==> config.mk <==
export PLATFORM = sky130hd
export DESIGN_NAME = uart_tx_fifo_ctrl
export DESIGN_NICKNAME = d
export VERILOG_FILES = /design/src/rtl/uart_tx_fifo_ctrl.sv
export SDC_FILE = /design/constraint.sdc
export NUM_CORES = 1
export LEC_CHECK = 0
export ABC_CLOCK_PERIOD_IN_PS = 3300
export BUFFER_PORTS_ARGS = -buffer_cell sky130_fd_sc_hd__buf_2
export CORE_MARGIN = 3
export CORE_UTILIZATION = 60
export CTS_BUF_LIST = sky130_fd_sc_hd__clkbuf_2 sky130_fd_sc_hd__clkbuf_4 sky130_fd_sc_hd__clkbuf_8
export DETAILED_ROUTE_END_ITERATION = 7
export PLACE_DENSITY = 0.84
export SYNTH_ARGS = -nofsm -noshare
export SYNTH_HDL_FRONTEND = slang
export SYNTH_SLANG_ARGS = --single-unit
==> constraint.sdc <==
create_clock -name tx_clk -period 3.3 [get_ports tx_clk]
set_input_delay 0.165 -clock tx_clk [delete_from_list [all_inputs] [get_ports tx_clk]]
set_output_delay 0.165 -clock tx_clk [all_outputs]
set_load 0.01 [all_outputs]
==> src/rtl/uart_tx_fifo_ctrl.sv <==
// uart_tx_fifo_ctrl: byte FIFO plus launch sequencer feeding uart_tx.
// Bytes written by the host are queued and launched one at a time, paced by
// uart_tx's busy/tx_done handshake; a launch that never sees busy is dropped.
module uart_tx_fifo_ctrl #(
  parameter int unsigned DEPTH        = 8,
  parameter int unsigned BUSY_TIMEOUT = 15,
  localparam int unsigned AW          = $clog2(DEPTH)
) (
  input  logic          tx_clk,
  input  logic          rst,
  input  logic          wr_en,
  input  logic [7:0]    wr_data,
  output logic          full,
  output logic          empty,
  output logic [AW:0]   count,
  output logic          overflow,
  output logic          timeout_err,
  output logic          start,
  output logic [7:0]    tx_parallel_data,
  input  logic          busy,
  input  logic          tx_done
);

  localparam int unsigned CW = AW + 1;
  localparam int unsigned TW = 8;
  localparam logic [TW-1:0] TO_LAST = TW'(BUSY_TIMEOUT - 1);

  typedef enum logic [1:0] {
    S_IDLE      = 2'd0,
    S_LAUNCH    = 2'd1,
    S_WAIT_DONE = 2'd2
  } state_t;

  state_t          state;
  state_t          state_next;
  logic [7:0]      mem [DEPTH];
  logic [AW-1:0]   wr_ptr;
  logic [AW-1:0]   rd_ptr;
  logic [TW-1:0]   tcnt;
  logic [TW-1:0]   tcnt_next;
  logic [CW-1:0]   count_next;
  logic            push;
  logic            drop;
  logic            pop;
  logic            to_fire;

  // Host write acceptance: a full FIFO drops the byte even if a pop coincides.
  always_comb begin
    push = wr_en & ~full;
    drop = wr_en & full;
  end

  // Next-state, pop and timeout decisions for the launch sequencer.
  always_comb begin
    state_next = state;
    tcnt_next  = tcnt;
    pop        = 1'b0;
    to_fire    = 1'b0;
    case (state)
      S_IDLE: begin
        tcnt_next = '0;
        if (!empty && !busy) begin
          pop        = 1'b1;
          state_next = S_LAUNCH;
        end
      end
      S_LAUNCH: begin
        if (busy) begin
          tcnt_next  = '0;
          state_next = tx_done ? S_IDLE : S_WAIT_DONE;
        end else if (tcnt == TO_LAST) begin
          tcnt_next  = '0;
          to_fire    = 1'b1;
          state_next = S_IDLE;
        end else begin
          tcnt_next = tcnt + TW'(1);
        end
      end
      S_WAIT_DONE: begin
        if (tx_done) begin
          state_next = S_IDLE;
        end
      end
      default: begin
        state_next = S_IDLE;
        tcnt_next  = '0;
      end
    endcase
  end

  // Occupancy update; simultaneous push and pop leave it unchanged.
  always_comb begin
    count_next = count;
    case ({push, pop})
      2'b10:   count_next = count + CW'(1);
      2'b01:   count_next = count - CW'(1);
      default: count_next = count;
    endcase
  end

  // State register, timeout counter and registered outputs.
  always_ff @(posedge tx_clk or posedge rst) begin
    if (rst) begin
      state            <= S_IDLE;
      tcnt             <= '0;
      start            <= 1'b0;
      overflow         <= 1'b0;
      timeout_err      <= 1'b0;
      tx_parallel_data <= 8'h00;
    end else begin
      state       <= state_next;
      tcnt        <= tcnt_next;
      start       <= (state_next == S_LAUNCH);
      overflow    <= drop;
      timeout_err <= to_fire;
      if (pop) begin
        tx_parallel_data <= mem[rd_ptr];
      end
    end
  end

  // FIFO pointers and occupancy flags.
  always_ff @(posedge tx_clk or posedge rst) begin
    if (rst) begin
      wr_ptr <= '0;
      rd_ptr <= '0;
      count  <= '0;
      full   <= 1'b0;
      empty  <= 1'b1;
    end else begin
      if (push) begin
        wr_ptr <= wr_ptr + AW'(1);
      end
      if (pop) begin
        rd_ptr <= rd_ptr + AW'(1);
      end
      count <= count_next;
      full  <= (count_next == CW'(DEPTH));
      empty <= (count_next == '0);
    end
  end

  // Storage array; contents are don't-care after reset.
  always_ff @(posedge tx_clk) begin
    if (push) begin
      mem[wr_ptr] <= wr_data;
    end
  end

endmodule
## After elaboration in Yosys (flattened, before gate mapping)

Memories as Yosys holds them, arrays and structs flattened. A register that Yosys moved wholly into a read port is not among the register bits.
Cells that the tools add are included.

| cells by class | value |
|---|---|
| equality and inequality tests | 7 |
| add/subtract/negate cells | 5 |
| $mul | 0 |
| div/mod/pow operators | 0 |
| order comparisons | 0 |
| mux-type cells | 17 |
| reduce and logical (&&, ||, !) cells | 5 |
| shift-type cells | 0 |
| bitwise operators | 3 |

Operators by type and width:

| cell | number |
|---|---|
| 8-bit 2-to-1 mux | 2 |
| 8-bit case mux with 2 select lines | 1 |
| 2-bit 2-to-1 mux | 5 |
| 8-bit by 1-bit adder with 8-bit output, second input constant | 1 |
| 8-bit by 4-bit == test with 1-bit output, second input constant | 1 |
| 4-bit case mux with 2 select lines | 1 |
| 1-bit 2-to-1 mux | 7 |
| 3-bit by 1-bit adder with 3-bit output, second input constant | 2 |
| 2-bit by 1-bit == test with 1-bit output, second input constant | 3 |
| 2-bit case mux with 3 select lines | 1 |
| 4-bit by 1-bit adder with 4-bit output, second input constant | 1 |
| 2-bit == test, second input constant | 2 |
| 4-bit == test, second input constant | 1 |
| 4-bit logical NOT | 1 |
| 4-bit by 1-bit subtractor with 4-bit output, second input constant | 1 |
| 1-bit AND | 2 |
| 1-bit logical NOT | 2 |
| 2-bit logical NOT | 1 |
| 1-bit logical AND | 1 |
| 1-bit NOT | 1 |

| storage, ports and cells | value |
|---|---|
| register bits | 25 |
| memory bits (writable) | 64 |
| output and inout bits | 17 |
| logic and storage cells | 48 |
| bits in latches | 0 |
| memory bits (read-only) | 0 |
| memories | 1 |
| input bits | 13 |

Memories:

| name | words | bits a word | read ports | clocked after Yosys merged registers in | write ports | line | source |
|---|---|---|---|---|---|---|---|
| mem | 8 | 8 | 1 | 1 | 1 | 36 | `logic [7:0] mem [DEPTH];` |

## Depth between registers and ports, before layout

Gate-level depths: netlist of the first run.

| logic depth | value |
|---|---|
| depth in word-level cells | 7 |
| gate-level depth with buffers | 10 |
| mapped depth without buffers | 9 |

## Worst setup path after synthesis of the first run

No wires, ideal clock.

| path | value |
|---|---|
| path kind | flip-flop to flip-flop |
| start point | register state[0] |
| end point | register full |
| setup time | 0.099 ns |
| setup slack | 0.595 ns |
| data required time | 3.201 ns |
| cell stages (with the launch flop) | 10 |
| clock period less this slack | 2.705 ns |
| buffers on the path | 2 |
| data arrival time | 2.605 ns |
| cells stage by stage | dfrtp_1 > or4_4 > buf_6 > clkinv_8 > ha_1 > buf_2 > or4b_2 > nor4_4 > nor4_1 > a311oi_1 |

| between the ends | value |
|---|---|
| cells in the longest elaborated chain, start to end | 5 |
| elaborated cells between the ends (all ways) | 6 |
| classes of those cells | 3 x eq/ne; 2 x mux; 1 x reduce/logical |

RTL lines:

| item | line | source |
|---|---|---|
| start: declaration | 34 | `state_t state;` |
| start signal: assignment | 111 | `state <= state_next;` |
| 2-bit logical NOT (*) | 59 | `case (state)` |
| 1-bit 2-to-1 mux (*) | 59 |  |
| 2-bit by 1-bit == test with 1-bit output or 2-bit == test (tied branches) | 94 | `case ({push, pop})` |
| 4-bit case mux with 2 select lines (*) | 94 |  |
| 4-bit == test (*) | 138 | `full <= (count_next == CW'(DEPTH));` |
| end signal: assignment | 138 |  |
| end: declaration | 13 | `output logic full,` |

Mark *: on every way between the ends. The rest lies on a longest branch, timed or not.
A chain may end at the register's enable or synchronous reset.

## Worst setup path in the final report of the first run

Same ends and word-level chain as after synthesis.

==> flow_summary.json, run 1 <==
{
  "final_nets": 318,
  "ios": 30,
  "worst_pin_slew_ps": 1016,
  "antenna_found_initial": 0,
  "rsz0062_at_grt": "false",
  "dpl.hpwl_mm": 4.600,
  "routed_wl_mm": 7.089,
  "dp.cells": 363,
  "vias": 2287,
  "syn_to_final_growth_pct": 11.53,
  "clock_path_buffers": 2,
  "p_total_mw": 3.858,
  "cp.arrival_ps": 3200,
  "slew_violations": 0,
  "grt_usage": 0.2032,
  "grt_pass1_vias": 2289,
  "fillers": 426,
  "design.die.area_um2": 7788,
  "drtPass1Iterations": 4,
  "post_cts_buffers": 0,
  "path_class": "reg -> reg",
  "setup_viol": 0,
  "hold_violations": 0,
  "drive_gt1_frac": 0.2467,
  "fmax_mhz": 340.1,
  "worstSkewPairLatency_ps": 360,
  "yosysSeqAreaShare": 0.6773,
  "grt_overflow": 0,
  "fin_setup_tns_ps": 0,
  "synth-compound-area-share": 0.05117,
  "num_antenna_cells": 0,
  "synth_edf_count": 64,
  "critPathCaptureType": "flop",
  "cts_htree_levels": 3,
  "top_layer_used": "met4",
  "gp_congestion": 0.8471,
  "hold_class": "in -> reg",
  "p_per_area_nw_per_um2": 852.4,
  "total_leakage_power_nw": 1.723,
  "die_h_um": 88.25,
  "initial_core_util": 0.6284,
  "drc": 0,
  "design.core.area_um2": 6459,
  "syn-num-nets": 281,
  "synth_fa_ha_area_frac": 0.01850,
  "netlist_instances": 262,
  "synth-xor-area-share": 0.01726,
  "grt_pass1_wl_mm": 11.61,
  "wl_met3_um": 289,
  "synth_top_family_by_area": "multiplexers",
  "port-buffer-count": 29,
  "cts_tree": "yes",
  "ys_warn_count": 0,
  "clock_sinks": 97,
  "viasPerCell": 6.003,
  "dieWidth_um": 88.25,
  "cts_resized": 0,
  "critPathLaunchType": "flop",
  "cts_buffers": 9,
  "rows": 29,
  "wire_per_inst_um": 18.61,
  "wl_met1_mm": 3.164,
  "irDropWorstVdd_uv": 402.0,
  "cts_root_buffer": "clkbuf_8",
  "max-slew-margin-rel": 0.3174,
  "synth_area_um2": 4059,
  "dr_wl_met2_mm": 3.517,
  "finalNonFillerCells": 381,
  "crit_fanout": 23,
  "syn_area_per_cell_um2": 15.49,
  "clock_skew_ps": 10.48,
  "grt_max_degree": 34,
  "cap_violations": 0,
  "ant_nets": 0,
  "whs_ps": 31.89,
  "synthMuxAreaShare": 0.1162,
  "synth.distinct_cells": 46,
  "min_period_ps": 2940,
  "outcome": "finished clean",
  "clk_pin_slew_worst_paths_ps": 100,
  "drt_iter0_drc": 207,
  "yosys.area_share.simple": 0.09895,
  "async_reset_ff_frac": 0.3402,
  "synthFlopType": "edfxtp_1",
  "ys_ff_latch": 97,
  "fin_crit_sh": 0.8910,
  "cp.required_ps": 3560
}
==> per-layer routing <==
layer	GRT usage	up-vias
met1	0.2820	1143
li1	-	1074
met2	0.3195	57
met3	0.04097	13
met5	0	-
met4	0.08379	0
==> path summary, 6_finish.rpt <==
path,cells past startpoint,slack [ps],start,to
max,7,360,state[0]$_DFF_PP0_,full$_DFF_PP0_
min in group asynchronous,4,440,rst,timeout_err$_DFF_PP0_
max in group asynchronous,4,2530,rst,empty$_DFF_PP1_
max reg2reg,7,360,state[0]$_DFF_PP0_,full$_DFF_PP0_
min,2,30,wr_en,overflow$_DFF_PP0_
min reg2reg,2,480,tx_parallel_data[4]$_DFFE_PP0P_,tx_parallel_data[4]$_DFFE_PP0P_
==> state kept, by name (all words and copies together), names as in the netlist <==
name	cells
timeout_err	1
tx_parallel_data	8
start	1
empty	1
mem	64
count	4
full	1
state	2
rd_ptr	3
overflow	1
wr_ptr	3
tcnt	8
==> cell usage in the layout, fill, tap and decap left out, types with 6 or more instances in the layout <==
cell / instances
edfxtp_1: 64
mux4_2: 16
dfrtp_1: 32
nand2_1: 31
xnor2_1: 7
mux2i_1: 10
o21ai_1: 6
ha_1: 6
nand2b_1: 6
nor3_1: 7
buf_2: 29
o21ai_0: 9
nor4_1: 6
nor2_1: 10
clkbuf_8: 9
==> cell type report <==
cell class              count  area [µm²]  share of cell area
clock buffers               9       123.9             0.02736
multi-input cells         149        1226              0.2709
clock inverters             7       93.84             0.02073
inverters                   6       35.03            0.007739
well taps                  77       96.34             0.02128
repair buffers             36       202.7             0.04478
flip-flops and latches     97        2749              0.6072
==> worst max-delay path, stage by stage (launching register included) <==
cell	delay (ps)
dfrtp_1	420
or4_4	710
clkinv_8	110
ha_1	330
or4b_2	690
nor4_4	230
nor4_1	100
a311oi_1	250
==> per-stage QoR <==
step | instance area (µm²) | setup WS, ps | util
final | 4527 | 359.6 | 0.7009
after global routing | 4527 | 222.2 | 0.7009
after CTS | 4527 | 371.2 | 0.7009
after detailed placement | 4289 | 393.1 | 0.6641
after global placement | 4289 | 470.3 | 0.6641
after floorplan | 4059 | 595.2 | -
==> cells by family (layout without fill, tap and decap cells) <==
kind of cell / after synthesis / count (layout)
simple gates: 77 / 77
compound gates: 31 / 31
fa+ha+maj: 6 / 6
mux: 27 / 27
xor+xnor: 8 / 8
flops: 97 / 97
buf+inv: 16 / 58
==> cells in the mapped netlist, types with 3 or more instances <==
| library cell | n | share of area |
|---|---|---|
| ha_1 | 6 | 0.018 |
| inv_1 | 4 | 0.0037 |
| o21ai_0 | 9 | 0.011 |
| nor4_1 | 6 | 0.0092 |
| xnor2_1 | 7 | 0.015 |
| mux2i_1 | 10 | 0.025 |
| o21ai_1 | 6 | 0.0074 |
| nor3_1 | 7 | 0.0086 |
| a21oi_1 | 5 | 0.0062 |
| clkbuf_1 | 6 | 0.0055 |
| dfrtp_1 | 32 | 0.20 |
| nand2_1 | 31 | 0.029 |
| edfxtp_1 | 64 | 0.47 |
| buf_2 | 3 | 0.0037 |
| nor2_1 | 10 | 0.0092 |
| nand3_1 | 3 | 0.0037 |
| nand2b_1 | 6 | 0.0092 |
| mux4_2 | 16 | 0.089 |
==> power by group <==
group	leakage (nW)	total (mW)	switching (mW)	internal, mW
registers	0.998	1.84	0.258	1.58
logic	0.618	1.20	0.621	0.578
clock network	0.107	0.822	0.449	0.373
total	1.72	3.86	1.33	2.53
==> repair_timing <==
action	in CTS	in global routing
endpoints found under the hold margin	33	0
hold buffers	2	0
setup endpoints to repair	0	0
Power figures use the tool's default switching activity.
==> run 2, diff against run 1 <==
CORE_UTILIZATION = 59   (was 60)
CTS_BUF_LIST = default   (was sky130_fd_sc_hd__clkbuf_2 sky130_fd_sc_hd__clkbuf_4 sky130_fd_sc_hd__clkbuf_8)
PLACE_DENSITY = 0.83   (was 0.84)
==> run 2 against run 1 <==
Clock power down 11%. Clock skew down 2.9 ps. Largest power group unchanged. Sequential cell count unchanged.
==> flow_summary.json, run 2 (synthesis gave the netlist of run 1 again) <==
{
  "critPathMaxStageDelay_ps": 710,
  "fin_setup_tns_ps": 0,
  "cts_root_buffer": "clkbuf_8",
  "top_regs": "mem x64, tcnt x8, tx_parallel_data x8",
  "critPathLaunchType": "flop",
  "final_cell_mix": "edfxtp_1, dfrtp_1, nand2_1",
  "syn_to_final_growth_pct": 10.94,
  "setup_viol": 0,
  "final_nets": 318,
  "crit_fanout": 23,
  "cp.arrival_ps": 3220,
  "cp.required_ps": 3560,
  "clock_path_buffers": 2,
  "hold_violations": 0,
  "rsz0062_at_grt": "false",
  "dp.cells": 363,
  "p_per_area_nw_per_um2": 835.4,
  "layout_commonest_cell": "edfxtp_1",
  "drt_iter0_drc": 176,
  "path_class": "reg -> reg",
  "cap_violations": 0,
  "ios": 30,
  "cts_htree_levels": 3,
  "port-buffer-count": 29,
  "finalNonFillerCells": 381,
  "ant_nets": 0,
  "min_period_ps": 2967,
  "fin_crit_sh": 0.8991,
  "dieWidth_um": 88.94,
  "worst_pin_slew_ps": 893.8,
  "antenna_found_initial": 1,
  "drtPass1Iterations": 5,
  "gp_congestion": 0.8243,
  "crit_chain": "or4_4 > clkinv_8 > ha_1 > or4b_2 > nor4_4 > nor4_1 > a311oi_1",
  "drc": 0,
  "top_register": "mem",
  "top_layer_used": "met5",
  "design.core.area_um2": 6495,
  "die_h_um": 88.94,
  "cts_buffers": 9,
  "design.die.area_um2": 7910,
  "rows": 29,
  "grt_overflow": 0,
  "vias": 2278,
  "cts_tree": "yes",
  "clock_sinks": 97,
  "post_cts_buffers": 0,
  "fmax_mhz": 337.0,
  "hold_class": "in -> reg",
  "wl_met1_mm": 3.035,
  "grt_max_degree": 24,
  "critPathTopFamily": "simple AND/OR/NAND/NOR gates",
  "critPathCaptureType": "flop",
  "num_antenna_cells": 0,
  "irDropWorstVdd_uv": 439.7,
  "largest_reg_flops": 64,
  "grt_usage": 0.2011,
  "worstReg2RegStart": "state[0]$_DFF_PP0_",
  "wire_per_inst_um": 18.27,
  "dr_wl_met2_mm": 3.409,
  "startpoint": "state[0]$_DFF_PP0_",
  "clk_pin_slew_worst_paths_ps": 80,
  "routed_wl_mm": 6.959,
  "crit_slowest_cell": "or4_4",
  "hp-start": "wr_en",
  "drive_gt1_frac": 0.2467,
  "wl_met3_um": 339,
  "initial_core_util": 0.6249,
  "total_leakage_power_nw": 1.712,
  "grt_pass1_wl_mm": 11.40,
  "outcome": "finished clean",
  "worstSkewPairLatency_ps": 350,
  "slew_violations": 0,
  "clock_skew_ps": 7.621,
  "max-slew-margin-rel": 0.4019,
  "dpl.hpwl_mm": 4.482,
  "cp_num_buf_inv": 1,
  "grt_pass1_vias": 2233,
  "viasPerCell": 5.979
}
run 2: changes by cell type in the layout (fill, tap and decap cells not counted), sizes merged:
| cell | delta |
|---|---|
| clkinv | +2 |
| inv | -3 |
| clkinvlp | +1 |
run 2: layout make-up:
cell class	instances	area (µm²)
Timing Repair Buffer	36	202.7
Multi-Input combinational cell	149	1226
Inverter	6	35.03
Clock buffer	9	123.9
Sequential cell	97	2749
Clock inverter	7	70.07
Tap cell	77	96.34
Fill cell	437	1992
run 2: worst paths after layout:
path	endpoint	slack, ps	depth (start not counted)
min	overflow$_DFF_PP0_	30	2
max reg2reg	full$_DFF_PP0_	330	7
max	full$_DFF_PP0_	330	7
min reg2reg	tx_parallel_data[5]$_DFFE_PP0P_	480	2
max in group asynchronous	tx_parallel_data[5]$_DFFE_PP0P_	2320	4
min in group asynchronous	full$_DFF_PP0_	350	3
run 2: routing by layer:
| metal | up-vias | track usage |
|---|---|---|
| met5 | - | 0 |
| met4 | 2 | 0.08660 |
| met3 | 15 | 0.05622 |
| met2 | 67 | 0.3144 |
| met1 | 1125 | 0.2685 |
| li1 | 1069 | - |
run 2: worst reg2reg max path: cells and delay by family, from the launching register on:
kind | cells | cell delay, ps
and+or+nand+nor | 4 | 1760
DFF | 1 | 420
adders and majority gates | 1 | 330
AOI/OAI and AO/OA | 1 | 260
buffers and inverters | 1 | 120
run 2: power by group:
| part | internal, mW | switching, mW |
|---|---|---|
| clock network | 0.349 | 0.383 |
| logic | 0.576 | 0.657 |
| registers | 1.58 | 0.217 |
run 2: timing repair:
action                     in CTS  in global routing
setup endpoints to repair       0                  0
gates resized for setup         0                  0
hold buffers                    2                  0
hold endpoints to repair       11                  0
run 2: through the flow:
stage | setup WS, ps | area [µm²] | hold slack, ps | utilization | total power [mW]
after floorplan | 595.2 | 4059 | 228.1 | - | 2.714
after global placement | 484.8 | 4289 | 177.9 | 0.6604 | 3.007
after detailed placement | 379.6 | 4289 | 189.3 | 0.6604 | 3.059
after CTS | 350.4 | 4503 | 18.59 | 0.6933 | 3.802
after global routing | 209.5 | 4503 | 18.30 | 0.6933 | 4.018
final | 332.8 | 4503 | 30.45 | 0.6933 | 3.762
==> run 3, diff against run 2 <==
ABC_CLOCK_PERIOD_IN_PS = 2500   (was 3300)
CORE_UTILIZATION = 53   (was 59)
PLACE_DENSITY = 0.79   (was 0.83)
clock period = 2.5 ns   (was 3.3 ns; I/O delays follow)
==> run 3 against run 2 <==
Via count up 2.5%. Cell area up 5.2%. Global-route usage down 0.98 points. Clock skew up 3.7 ps. Non-clock buffer count up 13. Core utilization down 4.7 points. First-iteration DRC count down 16%. Clock power up 26%. Largest cell class unchanged.
==> flow_summary.json, run 3 (synthesis gave the netlist of run 1 again) <==
{
  "outcome": "finished clean",
  "irDropWorstVdd_uv": 475.7,
  "rows": 31,
  "cts_buffers": 9,
  "drtPass1Iterations": 5,
  "p_int_mw": 3.408,
  "r2r_slack_ps": 20,
  "wire_per_inst_um": 18.23,
  "whs_ps": 32.11,
  "ios": 30,
  "hold_violations": 0,
  "dpl_cell_area_um2": 4414,
  "viasPerCell": 5.615,
  "cp.required_ps": 2720,
  "largest_reg_flops": 64,
  "critPathMaxStageDelay_ps": 540,
  "dpl.hpwl_mm": 4.926,
  "cts_root_buffer": "clkbuf_8",
  "design.die.area_um2": 8744,
  "port-buffer-count": 29,
  "total_leakage_power_nw": 1.788,
  "crit_chain": "or4_4 > clkinv_8 > ha_4 > or4b_4 > nor4_4 > o31a_1 > a311oi_1",
  "reg2regPathDepth": 7,
  "pwr-share-seq": 0.455,
  "worstReg2RegStart": "state[1]$_DFF_PP0_",
  "worstSkewPairLatency_ps": 350,
  "dieWidth_um": 93.51,
  "top_register": "mem",
  "slew_violations": 0,
  "setup_viol": 0,
  "crit_fanout": 6,
  "cp.arrival_ps": 2710,
  "fin_crit_sh": 0.9937,
  "drc": 0,
  "worst_pin_slew_ps": 767.3,
  "critPathCaptureType": "flop",
  "final_area_um2": 4738,
  "hp-start": "wr_data[5]",
  "grt_overflow": 0,
  "routed_wl_mm": 7.582,
  "syn_to_final_growth_pct": 16.74,
  "critPathLaunchType": "flop",
  "clock_path_buffers": 2,
  "startpoint": "state[1]$_DFF_PP0_",
  "hold_class": "in -> reg",
  "min_period_ps": 2484,
  "num_antenna_cells": 0,
  "p_per_area_nw_per_um2": 1120,
  "clock_sinks": 97,
  "final_cell_mix": "edfxtp_1, dfrtp_1, nand2_1",
  "swShare": 0.3579,
  "drt_iter0_drc": 147,
  "final_nets": 331,
  "layout_commonest_cell": "edfxtp_1",
  "power_switching_mw": 1.900,
  "grt_max_degree": 34,
  "cts_htree_levels": 3,
  "p_comb_frac": 0.372,
  "clk_pin_slew_worst_paths_ps": 100,
  "fmax_mhz": 402.5,
  "cap_violations": 0,
  "max-slew-margin-rel": 0.4885,
  "initial_core_util": 0.5537,
  "drive_gt1_frac": 0.3155,
  "cts_tree": "yes",
  "gp_congestion": 0.7791,
  "path_class": "reg -> reg",
  "finalNonFillerCells": 416,
  "min_to": "mem[4][5]$_DFFE_PP_",
  "die_h_um": 93.51,
  "clkPwrFrac": 0.173,
  "ant_nets": 0,
  "timing.final.ws_setup_ps": 15.75,
  "top_regs": "mem x64, tcnt x8, tx_parallel_data x8",
  "design.core.area_um2": 7331,
  "whs_path_depth": 1,
  "p_total_mw": 5.308,
  "dp.cells": 395,
  "vias": 2336,
  "antenna_found_initial": 0,
  "grt_pass1_vias": 2442,
  "dp_slack_ps": -58.92,
  "grt_pass1_wl_mm": 12.38,
  "reg2reg_to": "full$_DFF_PP0_",
  "clock_skew_ps": 11.36,
  "grt_usage": 0.1913,
  "crit_slowest_cell": "or4_4"
}
==> run 3: worst max-delay path, delay by kind of cell, from the launching register on <==
family	cells	cell delay (ps)
simple gates	3	1380
flops	1	410
compound gates	2	280
fa+ha+maj	1	200
buf+inv	1	90
==> run 3: per-layer routing <==
| layer | vias to the layer above | global-route usage | routed length [µm] |
|---|---|---|---|
| met5 | - | 0 | 0 |
| met4 | 0 | 0.07692 | 142 |
| met3 | 14 | 0.04264 | 299 |
| met2 | 57 | 0.3186 | 3949 |
| met1 | 1175 | 0.2441 | 3190 |
| li1 | 1090 | - | - |
==> run 3: metrics by stage <==
| step | utilization | setup TNS [ps] |
|---|---|---|
| 2_1_floorplan | - | -143.9 |
| 3_3_place_gp | 0.6022 | 0 |
| 3_5_place_dp | 0.6022 | -73.16 |
| 4_1_cts | 0.6330 | 0 |
| 5_1_grt | 0.6464 | -92.28 |
| 6_report | 0.6464 | 0 |
==> run 3: what timing repair did <==
action | 4_1_cts | 5_1_grt
buffers inserted | 0 | 2
setup endpoints to repair | 2 | 4
pin swaps | 6 | 6
resized for setup | 3 | 14
hold endpoints to repair | 34 | 0
hold buffers | 3 | 0
==> run 3: layout make-up <==
type | count | area (µm²)
tap | 99 | 123.9
clock buffer | 10 | 127.6
clock inverter | 6 | 50.05
fill | 488 | 2592
multi-input combinational | 149 | 1350
sequential | 97 | 2749
inverter | 6 | 35.03
timing repair buffer | 49 | 302.8
==> run 3: power by group through the flow <==
stage | Combinational (mW) | Sequential (mW) | Clock (mW)
final | 1.97 | 2.42 | 0.919
after global routing | 2.16 | 2.46 | 1.02
after CTS | 1.79 | 2.39 | 0.941
after detailed placement | 1.75 | 2.42 | 0
after global placement | 1.69 | 2.39 | 0
after floorplan | 1.29 | 2.34 | 0
==> run 3: worst max path at each step <==
stage | to
finish | full$_DFF_PP0_
detailed placement | full$_DFF_PP0_
CTS | empty$_DFF_PP1_
floorplan | full$_DFF_PP0_
global placement | full$_DFF_PP0_
global route | full$_DFF_PP0_
